$ cat config.mk
export PLATFORM = sky130hd
export DESIGN_NAME = game_sequencer
export DESIGN_NICKNAME = d
export VERILOG_FILES = /design/src/rtl/game_sequencer.sv
export SDC_FILE = /design/constraint.sdc
export NUM_CORES = 1
export LEC_CHECK = 0
export BUFFER_PORTS_ARGS = -buffer_cell sky130_fd_sc_hd__buf_4
export CORE_MARGIN = 2
export CORE_UTILIZATION = 45
export CTS_CLUSTER_DIAMETER = 40
export DETAILED_ROUTE_END_ITERATION = 16
export PLACE_DENSITY = 0.81
export REMOVE_ABC_BUFFERS = 1
export SLEW_MARGIN = 10
export SYNTH_ARGS = -nofsm -noshare
export SYNTH_HDL_FRONTEND = slang
export SYNTH_SLANG_ARGS = --single-unit
export TNS_END_PERCENT = 10
$ cat constraint.sdc
create_clock -name clock -period 14.55 [get_ports clock]
set_input_delay 0.7275 -clock clock [delete_from_list [all_inputs] [get_ports clock]]
set_output_delay 0.7275 -clock clock [all_outputs]
set_load 0.005 [all_outputs]
$ cat src/rtl/game_sequencer.sv
// game_sequencer
//   Top-level game-flow controller for the dinosaur game. Steps the game
//   through idle, run, hit and game-over phases, gates the object updaters,
//   scans the gamedata bus once per tick for player/obstacle collisions, and
//   keeps score and speed level for display.
//
// Ports
//   clock      system clock
//   rst        synchronous active-high reset
//   tick       one-clock game-frame pulse
//   jump       player button, already synchronised to clock
//   gamedata   packed object state, slot k at [k*DATALEN +: DATALEN]
//              ([7:0] x, [14:8] y, [15] active; slot 0 = player)
//   run_en     object updaters advance only when 1
//   clear      one-cycle pulse returning objects to start positions
//   hit_flash  toggles on each tick while in HIT
//   game_over  high while in OVER
//   score      current score, saturating at SCORE_MAX
//   speed      speed level 0..3
//   overrun    sticky: a tick arrived while a scan was still running
//
// state   | meaning
// --------+-----------------------------------------------------------
// S_IDLE  | waiting for the first jump after reset
// S_START | one cycle: clear objects, zero score/speed/overrun
// S_RUN   | game running, score counts ticks, collision scan active
// S_HIT   | collision flash for HIT_TICKS ticks, score frozen
// S_OVER  | game over; jump restarts only after OVER_LOCK ticks
module game_sequencer #(
    parameter int DATALEN    = 16,
    parameter int DATACOUNT  = 10,
    parameter int HIT_W      = 6,
    parameter int HIT_H      = 8,
    parameter int HIT_TICKS  = 16,
    parameter int OVER_LOCK  = 32,
    parameter int SPEED_STEP = 100,
    parameter int SCORE_MAX  = 9999
) (
    input  logic                          clock,
    input  logic                          rst,
    input  logic                          tick,
    input  logic                          jump,
    input  logic [DATALEN*DATACOUNT-1:0]  gamedata,
    output logic                          run_en,
    output logic                          clear,
    output logic                          hit_flash,
    output logic                          game_over,
    output logic [13:0]                   score,
    output logic [1:0]                    speed,
    output logic                          overrun
);

    localparam int IDX_W   = $clog2(DATACOUNT);
    localparam int SPD_W   = $clog2(SPEED_STEP);
    localparam int TCK_MAX = (HIT_TICKS > OVER_LOCK) ? HIT_TICKS : OVER_LOCK;
    localparam int TCK_W   = $clog2(TCK_MAX + 1);

    localparam logic [IDX_W-1:0] FIRST_SLOT = IDX_W'(1);
    localparam logic [IDX_W-1:0] LAST_SLOT  = IDX_W'(DATACOUNT - 1);
    localparam logic [13:0]      SCORE_TOP  = 14'(SCORE_MAX);
    localparam logic [SPD_W-1:0] SPD_RELOAD = SPD_W'(SPEED_STEP - 1);
    localparam logic [TCK_W-1:0] HIT_LOAD   = TCK_W'(HIT_TICKS);
    localparam logic [TCK_W-1:0] OVER_LOAD  = TCK_W'(OVER_LOCK);
    localparam logic [TCK_W-1:0] TCK_ONE    = TCK_W'(1);

    typedef enum logic [2:0] {
        S_IDLE,
        S_START,
        S_RUN,
        S_HIT,
        S_OVER
    } state_t;

    state_t             state, state_next;
    logic               jump_q;
    logic               jump_rise;
    logic               scan_busy, scan_busy_next;
    logic [IDX_W-1:0]   scan_idx, scan_idx_next;
    logic [TCK_W-1:0]   tick_cnt, tick_cnt_next;
    logic [SPD_W-1:0]   speed_cnt, speed_cnt_next;
    logic [13:0]        score_next;
    logic [1:0]         speed_next;
    logic               overrun_next;
    logic               run_en_next, clear_next, hit_flash_next, game_over_next;
    logic               score_inc;

    logic [DATALEN-1:0] slot_arr [DATACOUNT];
    logic [DATALEN-1:0] slot;
    logic [8:0]         px, py, ex, ey, dx, dy;
    logic               slot_hit;

    genvar k;
    generate
        for (k = 0; k < DATACOUNT; k++) begin : g_slot
            assign slot_arr[k] = gamedata[k*DATALEN +: DATALEN];
        end
    endgenerate

    assign jump_rise = jump & ~jump_q;

    // Magnitudes are taken at 9 bits so an obstacle near x=255 never
    // aliases onto a player near x=0.
    always_comb begin
        slot     = slot_arr[scan_idx];
        px       = {1'b0, slot_arr[0][7:0]};
        py       = {2'b00, slot_arr[0][14:8]};
        ex       = {1'b0, slot[7:0]};
        ey       = {2'b00, slot[14:8]};
        dx       = (px >= ex) ? (px - ex) : (ex - px);
        dy       = (py >= ey) ? (py - ey) : (ey - py);
        slot_hit = scan_busy && slot[15] && (dx < 9'(HIT_W)) && (dy < 9'(HIT_H));
    end

    always_comb begin
        state_next     = state;
        scan_busy_next = scan_busy;
        scan_idx_next  = scan_idx;
        tick_cnt_next  = tick_cnt;
        score_next     = score;
        speed_next     = speed;
        speed_cnt_next = speed_cnt;
        overrun_next   = overrun;
        hit_flash_next = 1'b0;
        score_inc      = 1'b0;

        case (state)
            S_IDLE: begin
                if (jump_rise) state_next = S_START;
            end
            S_START: begin
                state_next = S_RUN;
            end
            S_RUN: begin
                if (scan_busy) begin
                    if (scan_idx == LAST_SLOT) scan_busy_next = 1'b0;
                    else                       scan_idx_next  = scan_idx + FIRST_SLOT;
                end
                // A new tick always restarts the scan from the first obstacle.
                if (tick) begin
                    score_inc      = 1'b1;
                    scan_busy_next = 1'b1;
                    scan_idx_next  = FIRST_SLOT;
                    if (scan_busy) overrun_next = 1'b1;
                end
                // Hit takes priority over the restart; the tick's score still counts.
                if (slot_hit) begin
                    state_next     = S_HIT;
                    scan_busy_next = 1'b0;
                    tick_cnt_next  = HIT_LOAD;
                end
            end
            S_HIT: begin
                hit_flash_next = hit_flash;
                if (tick) begin
                    if (tick_cnt == TCK_ONE) begin
                        state_next     = S_OVER;
                        tick_cnt_next  = OVER_LOAD;
                        hit_flash_next = 1'b0;
                    end else begin
                        tick_cnt_next  = tick_cnt - TCK_ONE;
                        hit_flash_next = ~hit_flash;
                    end
                end
            end
            S_OVER: begin
                if (jump_rise && (tick_cnt == '0)) begin
                    state_next = S_START;
                end else if (tick && (tick_cnt != '0)) begin
                    tick_cnt_next = tick_cnt - TCK_ONE;
                end
            end
            default: begin
                state_next = S_IDLE;
            end
        endcase

        // Speed level advances every SPEED_STEP score points via a reload counter.
        if (score_inc && (score != SCORE_TOP)) begin
            score_next = score + 14'd1;
            if (speed_cnt == '0) begin
                speed_cnt_next = SPD_RELOAD;
                if (speed != 2'd3) speed_next = speed + 2'd1;
            end else begin
                speed_cnt_next = speed_cnt - SPD_W'(1);
            end
        end

        // New game: applied on entry so score reads 0 alongside clear.
        if (state_next == S_START) begin
            score_next     = '0;
            speed_next     = '0;
            speed_cnt_next = SPD_RELOAD;
            overrun_next   = 1'b0;
            scan_busy_next = 1'b0;
            scan_idx_next  = FIRST_SLOT;
        end

        run_en_next    = (state_next == S_RUN);
        clear_next     = (state_next == S_START);
        game_over_next = (state_next == S_OVER);
    end

    always_ff @(posedge clock) begin
        if (rst) begin
            state     <= S_IDLE;
            jump_q    <= 1'b0;
            scan_busy <= 1'b0;
            scan_idx  <= '0;
            tick_cnt  <= '0;
            speed_cnt <= '0;
            score     <= '0;
            speed     <= '0;
            overrun   <= 1'b0;
            run_en    <= 1'b0;
            clear     <= 1'b0;
            hit_flash <= 1'b0;
            game_over <= 1'b0;
        end else begin
            state     <= state_next;
            jump_q    <= jump;
            scan_busy <= scan_busy_next;
            scan_idx  <= scan_idx_next;
            tick_cnt  <= tick_cnt_next;
            speed_cnt <= speed_cnt_next;
            score     <= score_next;
            speed     <= speed_next;
            overrun   <= overrun_next;
            run_en    <= run_en_next;
            clear     <= clear_next;
            hit_flash <= hit_flash_next;
            game_over <= game_over_next;
        end
    end

endmodule

==> Flow_metrics.wiki <==
{| class="wikitable"
! Metric !! Value
|-
| Status || finished clean
|-
| Launch instance of the worst register-to-register path || scan_idx[0]
|-
| Tightest Pin Transition || 1.08 ns
|-
| Mean instance size in the synthesized netlist || 8.38 sq um
|-
| Crit path kind || flop to flop
|-
| Post-route non-filler standard cell count || 878
|-
| Clock root cell || sky130_fd_sc_hd__clkbuf_8
|-
| H-tree levels || 2
|-
| Fraction of layout cells with a size suffix above 1 || 35.6%
|-
| Leftover overflow at the end of global routing || 0
|-
| Cell with the biggest individual delay on the critical path || sky130_fd_sc_hd__dfxtp_4
|-
| Count of cells along the worst register-to-register path || 14
|-
| Register cell area after layout || 866 sq um
|-
| Maximum root-to-sink buffer count || 2
|-
| Wire length reported by the detailed router || 13600 um
|-
| Worst-path cell chain || buf_4, mux4_2, a22oi_1, o22a_1, inv_1, ha_1, nand3_4, or3_4, and2_4, mux2_4, a2111oi_4, nand4_2, nor4_2, o21ai_0
|-
| Number of cells produced by synthesis || 576
|-
| Number of flip-flops and latches in the synthesized netlist || 43
|-
| Detailed Routing Iterations Pass 1 || 5
|-
| Final clock skew || 0.00328 ns
|-
| Power per Cell Area || 63.0 nW/um^2
|-
| Detailed-placement wirelength estimate || 10700 um
|-
| Worst-Skew Late Latency || 0.31 ns
|-
| Final ANT Viol Nets || 0
|-
| Launch point of the critical path || scan_idx[0]
|-
| DR iter-0 viols || 308
|-
| MaxCap Viol Count || 0
|-
| Vias in the first global route || 4960
|-
| Critical Path End Type || flop
|-
| Number of resized instances in the post-cts repair step || 0
|-
| GP Congestion || 0.909
|-
| Number of pins exceeding their max-slew limit in the final report || 0
|-
| Setup fix buffers added after clock tree synthesis || 0
|-
| Stages on the worst setup path || 14
|-
| R2R Path End || tick_cnt[5]
|-
| Register-to-Register Setup Slack || 9.42 ns
|-
| Non-Filler Cell Area, Final || 6380 sq um
|-
| Placed Instances || 870
|-
| Netlist cell types || 71
|-
| Routed length per placed instance || 15.5 um
|-
| Post-cts hold buffer count || 0
|-
| Top-Level Pins || 185
|-
| Number of hold violations in the final report || 0
|-
| EDFF count, synth || 0
|-
| All-Layer GR Usage || 23.5%
|-
| DRC violation count after routing || 0
|-
| Antenna violations before repair || 0
|-
| Hold path cells || 2
|-
| Area of the core region || 10400 sq um
|-
| Capturing instance or port of the critical path || tick_cnt[5]
|-
| Initial standard-cell utilization of the core || 46.5%
|-
| CP Max Fanout || 39
|-
| Multi-input combinational cell area || 3660 sq um
|-
| RSZ-0062 raised after global routing || no
|-
| Portion of the clock cycle consumed by the worst path in the final layout || 35.3%
|-
| Yosys warnings || 0
|-
| Period minus WS final || 5.13 ns
|-
| Setup Total Neg Slack || 0 ns
|-
| Antenna diodes || 0
|-
| Fmax achieved || 195 MHz
|-
| Die width || 108 um
|-
| Buffering stage count on the worst path with inverters included || 2
|-
| Area of the die || 11600 sq um
|-
| Top library cells by usage in the layout, fill and taps aside || 187 x sky130_fd_sc_hd__buf_4, 51 x sky130_fd_sc_hd__nor2_1, 46 x sky130_fd_sc_hd__a21oi_1
|-
| Finish-stage setup viols || 0
|-
| Die outline height || 108 um
|-
| Area growth, synth to finish || 32.2%
|-
| Part of the Yosys area used for sequential elements || 17.8%
|-
| Kind of path behind the tightest hold check || flop to flop
|-
| Maximum resistive drop on vdd || 0.0372 mV
|-
| Clock tree from TritonCTS || yes
|-
| Utilization of the core after routing || 61.5%
|-
| Leading register cell type out of synthesis || sky130_fd_sc_hd__dfxtp_1
|-
| Total via count after detailed routing || 4950
|-
| Number of buffer cells added on primary ports || 184
|-
| Placed Instance Area || 6270 sq um
|-
| Static leakage || 2.84 nW
|-
| Arrival time at the worst endpoint || 5.30 ns
|-
| Via count normalized by instance count || 5.64
|-
| Share of flip-flops with an asynchronous set or reset || 0%
|-
| Worst-path clk slew || 0.08 ns
|-
| Family of cells with the greatest summed delay on the critical path || simple AND/OR/NAND/NOR gates
|-
| Critical path startpoint category || flop
|-
| Wire length of the first global-routing pass || 22500 um
|-
| Number of buffers created by CTS || 5
|-
| Most common cell after layout, fill and taps aside || sky130_fd_sc_hd__buf_4
|-
| Worst slew margin relative to its limit || 27.9%
|-
| Filler Cell Count || 900
|-
| Sinks on Clock Net || 43
|-
| Pin count of the biggest net entering global routing || 40
|-
| Num rows || 37
|-
| # nets final || 945
|-
| Required time of the critical path || 14.72 ns
|-
| Delay of the slowest cell on the worst path || 0.63 ns
|-
| Post-Synthesis Cell Area || 4830 sq um
|}
## cells in the mapped netlist (all sizes together) (8+ instances only)
master,instances,area [sq um]
inv,44,165
nand2b,9,56.3
o21ai,22,110
a21oi,46,230
buf,10,65.1
xnor2,14,123
xor2,15,131
o22a,15,131
ha,38,475
mux2i,18,180
clkbuf,19,71.3
dfxtp,43,861
nand2,37,139
a22oi,16,120
mux4,17,383
and2,8,52.6
mux2,34,387
nor2,51,191
nand3,10,67.6
## per-layer routing
metal | vias to the layer above | track usage [%] | share of wire [%]
met4 | 0 | 6.04 | 1.3
met3 | 17 | 2.54 | 4.9
met5 | - | 0 | 0
met1 | 2333 | 29.5 | 44
met2 | 161 | 42.5 | 50
li1 | 2439 | - | -
## worst min path at each step
stage	from	to	slack, ns
after floorplan	overrun	overrun	0.46
after global placement	score[10]	score[10]	0.48
after detailed placement	hit_flash	hit_flash	0.49
after CTS	hit_flash	hit_flash	0.50
after global routing	hit_flash	hit_flash	0.51
final	hit_flash	hit_flash	0.50
## power by group
group | total, mW | internal [mW] | leakage [nW] | switching [mW]
clock network | 0.0918 | 0.0487 | 0.0594 | 0.0431
registers | 0.127 | 0.121 | 0.350 | 0.00625
logic | 0.183 | 0.0997 | 2.43 | 0.0836
total | 0.402 | 0.269 | 2.84 | 0.133
## area by class of cell
| cell class | count | area share [%] |
|---|---|---|
| repair buffers | 187 | 22.0 |
| clock inverters | 1 | 0.0784 |
| flip-flops and latches | 43 | 13.6 |
| well taps | 136 | 2.67 |
| multi-input cells | 460 | 57.4 |
| inverters | 44 | 2.59 |
| clock buffers | 7 | 1.69 |
## registers in the layout, summed over array words and instances, names as in the netlist
name,cells
scan_idx,4
speed_cnt,7
jump_q,1
speed,2
score,14
clear,1
overrun,1
run_en,1
hit_flash,1
scan_busy,1
game_over,1
state,3
tick_cnt,6
## logic make-up after synthesis
family	Yosys count	share of synthesized area, %
AO/OA/AOI/OAI	154	21.9
AND/OR/NAND/NOR	168	18.4
adder cells (fa/ha/maj)	40	10.7
XOR/XNOR	29	5.26
flip-flops	43	17.8
buffers and inverters	73	6.25
multiplexers	69	19.7
## stage by stage
step,total power [mW],setup slack [ns],hold slack (ns)
after detailed placement,0.311,9.44,0.487
after CTS,0.402,9.42,0.498
final,0.402,9.42,0.500
after global placement,0.307,9.59,0.479
after global routing,0.425,9.10,0.515
after floorplan,0.251,8.70,0.460
## worst min-delay path: stages, from the launching register on
cell,delay [ns]
sky130_fd_sc_hd__dfxtp_1,0.33
sky130_fd_sc_hd__nand2b_1,0.07
sky130_fd_sc_hd__a211oi_1,0.06
No activity file was read; power rests on OpenSTA's default activity.
